<file path="config.mk">
export PLATFORM = sky130hd
export DESIGN_NAME = synapse_sweep_ctrl
export DESIGN_NICKNAME = d
export VERILOG_FILES = /design/src/rtl/synapse_sweep_ctrl.sv
export SDC_FILE = /design/constraint.sdc
export NUM_CORES = 1
export LEC_CHECK = 0
export BUFFER_PORTS_ARGS = -buffer_cell sky130_fd_sc_hd__buf_4
export CAP_MARGIN = 20
export CORE_MARGIN = 3
export CORE_UTILIZATION = 44
export DETAILED_ROUTE_END_ITERATION = 12
export MAX_ROUTING_LAYER = met4
export PLACE_DENSITY = 0.75
export SETUP_SLACK_MARGIN = 0.5
export SLEW_MARGIN = 20
export SYNTH_ARGS = -nofsm -noshare
export SYNTH_HDL_FRONTEND = slang
export SYNTH_SLANG_ARGS = --single-unit
</file>
<file path="constraint.sdc">
create_clock -name clk -period 2.3 [get_ports clk]
set_clock_uncertainty 0.2 [all_clocks]
set_input_delay 0.46 -clock clk [delete_from_list [all_inputs] [get_ports clk]]
set_output_delay 0.46 -clock clk [all_outputs]
set_load 0.1 [all_outputs]
</file>
<file path="src/rtl/synapse_sweep_ctrl.sv">
// synapse_sweep_ctrl: sweep sequencer and host-port arbiter for the synapse RAMs.
// Walks every slot with one read cycle followed by one write-back cycle, flags
// the initialising first sweep, and lets a host read/write one word between sweeps.
module synapse_sweep_ctrl #(
    parameter int N_SYN = 128,
    parameter int AW    = 7,
    parameter int DW    = 32,
    parameter int CW    = 16
) (
    input  logic          clk,
    input  logic          reset,
    input  logic          run,
    output logic [AW-1:0] ram_addr,
    output logic          ram_we,
    output logic          phase,
    output logic          host_sel,
    output logic          first_pass,
    output logic          sweep_done,
    output logic [CW-1:0] sweep_count,
    output logic          busy,
    input  logic          host_req,
    input  logic          host_we,
    input  logic [AW-1:0] host_addr,
    input  logic [DW-1:0] ram_rdata,
    output logic [DW-1:0] host_rdata,
    output logic          host_ack
);

    localparam logic [2:0] S_IDLE = 3'd0;
    localparam logic [2:0] S_RD   = 3'd1;
    localparam logic [2:0] S_WR   = 3'd2;
    localparam logic [2:0] S_HA   = 3'd3;
    localparam logic [2:0] S_HD   = 3'd4;

    localparam logic [AW-1:0] LAST_SLOT = AW'(N_SYN - 1);

    logic [2:0]    state_reg;
    logic          hwe_reg;       // host_we latched at grant
    logic          ack_seen_reg;  // blocks re-grant until host_req has dropped
    logic [DW-1:0] rdata_reg;     // last word read by the host

    // Main sequencer: state plus all registered control outputs.
    always_ff @(posedge clk or posedge reset) begin
        if (reset) begin
            state_reg   <= S_IDLE;
            ram_addr    <= '0;
            ram_we      <= 1'b0;
            phase       <= 1'b0;
            host_sel    <= 1'b0;
            first_pass  <= 1'b1;
            sweep_done  <= 1'b0;
            sweep_count <= '0;
            busy        <= 1'b0;
            host_ack    <= 1'b0;
            hwe_reg     <= 1'b0;
            rdata_reg   <= '0;
        end else begin
            sweep_done <= 1'b0;
            host_ack   <= 1'b0;
            case (state_reg)
                S_IDLE: begin
                    // Host wins over run; a request already acknowledged is ignored.
                    if (host_req && !ack_seen_reg) begin
                        state_reg <= S_HA;
                        ram_addr  <= host_addr;
                        ram_we    <= host_we;
                        hwe_reg   <= host_we;
                        host_sel  <= 1'b1;
                        phase     <= 1'b0;
                        busy      <= 1'b1;
                    end else if (run) begin
                        state_reg <= S_RD;
                        ram_addr  <= '0;
                        ram_we    <= 1'b0;
                        phase     <= 1'b0;
                        busy      <= 1'b1;
                    end
                end
                S_RD: begin
                    state_reg  <= S_WR;
                    ram_we     <= 1'b1;
                    phase      <= 1'b1;
                    // Pulse lines up with the write cycle of the final slot.
                    sweep_done <= (ram_addr == LAST_SLOT);
                end
                S_WR: begin
                    ram_we <= 1'b0;
                    phase  <= 1'b0;
                    if (ram_addr == LAST_SLOT) begin
                        state_reg   <= S_IDLE;
                        ram_addr    <= '0;
                        busy        <= 1'b0;
                        sweep_count <= sweep_count + 1'b1;
                        first_pass  <= 1'b0;
                    end else begin
                        state_reg <= S_RD;
                        ram_addr  <= ram_addr + 1'b1;
                    end
                end
                S_HA: begin
                    state_reg <= S_HD;
                    host_sel  <= 1'b0;
                    ram_we    <= 1'b0;
                    host_ack  <= 1'b1;
                end
                S_HD: begin
                    state_reg <= S_IDLE;
                    busy      <= 1'b0;
                    if (!hwe_reg) begin
                        rdata_reg <= ram_rdata;
                    end
                end
                default: begin
                    state_reg <= S_IDLE;
                    ram_we    <= 1'b0;
                    host_sel  <= 1'b0;
                    busy      <= 1'b0;
                end
            endcase
        end
    end

    // Acknowledge memory: set by a completed host access, cleared once host_req falls.
    always_ff @(posedge clk or posedge reset) begin
        if (reset) begin
            ack_seen_reg <= 1'b0;
        end else if (state_reg == S_HD) begin
            ack_seen_reg <= 1'b1;
        end else if (!host_req) begin
            ack_seen_reg <= 1'b0;
        end
    end

    // The RAM word for a host read only arrives during HD, so it is forwarded
    // directly in that cycle to make host_rdata valid together with host_ack.
    assign host_rdata = (state_reg == S_HD && !hwe_reg) ? ram_rdata : rdata_reg;

endmodule

</file>
==> flow_metrics.py <==
metrics = {
    "clocking": {
        "cts.clk_slew.worst_paths_ps": 70,
        "numCtsBuffers": 9,
        "root_buffer": "clkbuf_8",
        "cts_tree": "done",
        "insertion_delay_ps": 340,
        "cts-htree-levels": 3,
        "clockBufferDepth": 2,
        "cts.sink_count": 67,
    },
    "routing": {
        "avgRoutedWirePerCell_um": 17.93,
        "via_per_inst": 5.345,
        "dr.pass1.iters": 4,
        "drt_wl_total_um": 7799,
        "ant_nets": 0,
        "drt_iter0_drc": 67,
        "route.detailed.drc": 0,
        "vias": 2325,
    },
    "synth": {
        "synth_top_area_share": 0.5747,
        "synthesis.area_um2": 2874,
        "synth-edff-count": 0,
        "yosys-top-cells-count": "dfrtp_1 (66), mux2_2 (33), nand3_1 (12), xnor2_1 (12), nand2_1 (11)",
        "synthesis.nets": 270,
        "synthCells": 224,
        "ys_seq_elements": 67,
        "async_reset_ff_frac": 1.000,
        "yosys-top-cells-area": "dfrtp_1 (57%), mux2_2 (13%), xnor2_1 (3.7%), nand3_1 (2.1%), nor4_4 (1.5%)",
        "ys.flop_type": "dfrtp_1",
        "yosys_warnings": 0,
        "yosysMostFrequentCell": "dfrtp_1",
        "yosys.cell_types.count": 42,
        "syn_avg_cell_area_um2": 12.83,
        "yosys.area.top_type": "dfrtp_1",
        "ys_seq_area_frac": 0.5838,
    },
    "setup_path": {
        "worstReg2RegStart": "state_reg[0]",
        "worst_ep_arrival_time_ps": 1930,
        "cp.required_ps": 1640,
        "crit_type": "reg -> out",
        "r2r_cells": 7,
        "cp_max_fo": 32,
        "r2r-end": "sweep_count[15]",
        "reg2reg_setup_slack_ps": 210,
        "worst_setup_path_end_kind": "output port",
        "critPathLaunchType": "flop",
    },
    "sta": {
        "maxSlewHeadroom": 0.6899,
        "setup_viol": 32,
        "holdWs_ps": 163.6,
        "fmax_mhz": 386.1,
        "fin_crit_sh": 1.126,
        "finalHoldViolCount": 0,
        "tightest_slew_ps": 464.2,
        "tns_ps": -8788,
        "report.final.slew_viol_count": 0,
        "final.setup.worst_slack_ps": -290.3,
        "fin_crit_ps": 2590,
        "rsz0062_at_grt": "true",
    },
    "place": {
        "hpwl_um": 4927,
        "portBuffers": 105,
        "gp_congestion": 0.7405,
        "dpl.cell_count": 407,
        "placed_area_um2": 4005,
    },
    "floorplan": {
        "ios": 106,
        "die_h_um": 86.82,
        "fp.dieW_um": 86.82,
        "coreArea_um2": 6131,
        "start_util": 0.4688,
        "rows": 28,
        "die-area_um2": 7538,
    },
    "cells_and_area": {
        "nNetsFinal": 401,
        "drive_gt1_frac": 0.6167,
        "area_delta_synth_final_pct": 69.26,
        "largest_reg_flops": 32,
        "instances_no_fill": 435,
        "diodes": 0,
        "postLayoutCellArea_um2": 4865,
    },
    "global_routing": {
        "grt_pass1_vias": 2530,
        "grt_antenna_before_repair": 0,
        "grt_usage": 0.2326,
        "grt_overflow": 0,
        "grt_start_max_net_pins": 38,
        "grt_pass1_wl_um": 13020,
    },
    "status": {
        "status": "finished, violations left",
        "failed_checks": "setup timing",
    },
    "min_path": {
        "worstHoldEndpoint": "hwe_reg",
        "whs_path_depth": 2,
        "hold_start": "host_we",
        "min_path_type": "in -> reg",
    },
    "flow_run": {
        "cap_violations": 0,
    },
}
cell type report:
| type | instances | area (um^2) |
|---|---|---|
| flip-flops and latches | 67 | 1703 |
| multi-input cells | 143 | 1426 |
| fillers | 335 | 1266 |
| clock buffers | 10 | 127.6 |
| inverters | 6 | 26.28 |
| clock inverters | 6 | 66.31 |
| repair buffers | 128 | 1421 |
| well taps | 75 | 93.84 |
critical path: stages (launching register included):
cell,delay (ps)
dfrtp_1,410
nor4_4,330
buf_12,290
mux2_4,370
buf_12,170
worst max path at each step:
stage / start / to / slack [ps] / depth (start not counted)
floorplan: ram_addr[1] / sweep_count[10] / 20 / 5
global placement: hwe_reg / host_rdata[10] / 50 / 4
CTS: hwe_reg / host_rdata[3] / -290 / 4
detailed placement: hwe_reg / host_rdata[22] / 40 / 4
global route: hwe_reg / host_rdata[16] / -350 / 4
finish: hwe_reg / host_rdata[16] / -290 / 4
cells by family (layout without fill, tap and decap cells):
logic type / Yosys count / count (layout) / synth area share
xor+xnor: 15 / 15 / 0.04571
buf+inv: 14 / 150 / 0.02220
flops: 67 / 67 / 0.5838
compound gates: 33 / 33 / 0.07706
fa+ha+maj: 2 / 2 / 0.008706
mux: 35 / 35 / 0.1371
simple gates: 58 / 58 / 0.1254
metal layers:
metal	vias up	GRT usage	wire [um]
met5	-	-	0
met4	0	0.09207	102
met3	13	0.04563	478
met2	83	0.3713	3903
met1	1157	0.2912	3314
li1	1072	-	-
placed cells by master, fill, tap and decap left out, types with 2 or more instances in the layout:
cell type / n
o21ai_0: 6
and3_1: 5
nor4_4: 3
a2bb2oi_1: 2
buf_6: 12
clkbuf_8: 9
nand3_1: 6
xor2_1: 3
xnor2_1: 8
clkinvlp_4: 4
nor2b_1: 2
buf_4: 82
a21oi_1: 5
dfrtp_4: 3
o31ai_1: 2
buf_12: 33
dfrtp_1: 52
nand3_2: 5
nand2b_1: 2
nor3_4: 2
o31ai_2: 2
dfrtp_2: 11
inv_1: 4
a31oi_1: 3
nand2_1: 7
o211ai_1: 2
nand4_1: 5
nand2_4: 3
o311ai_1: 2
and4_1: 4
xnor2_2: 4
mux2_4: 34
nor2_1: 5
timing repair:
item,4_1_cts,5_1_grt
gates cloned,0,0
resized for setup,120,16
hold buffers,1,0
endpoints found under the setup margin,56,57
pin swaps,7,2
hold endpoints to repair,18,0
setup buffers,9,2
stage by stage:
step,setup WS [ps],utilization
floorplan,24.95,-
global placement,49.92,0.6533
detailed placement,36.71,0.6533
CTS,-292.0,0.7773
global route,-350.3,0.7935
finish,-290.3,0.7935
Power is left out: the tool's default activity adds up to more than one toggle a clock period on the data nets, which glitch-free logic cannot reach.
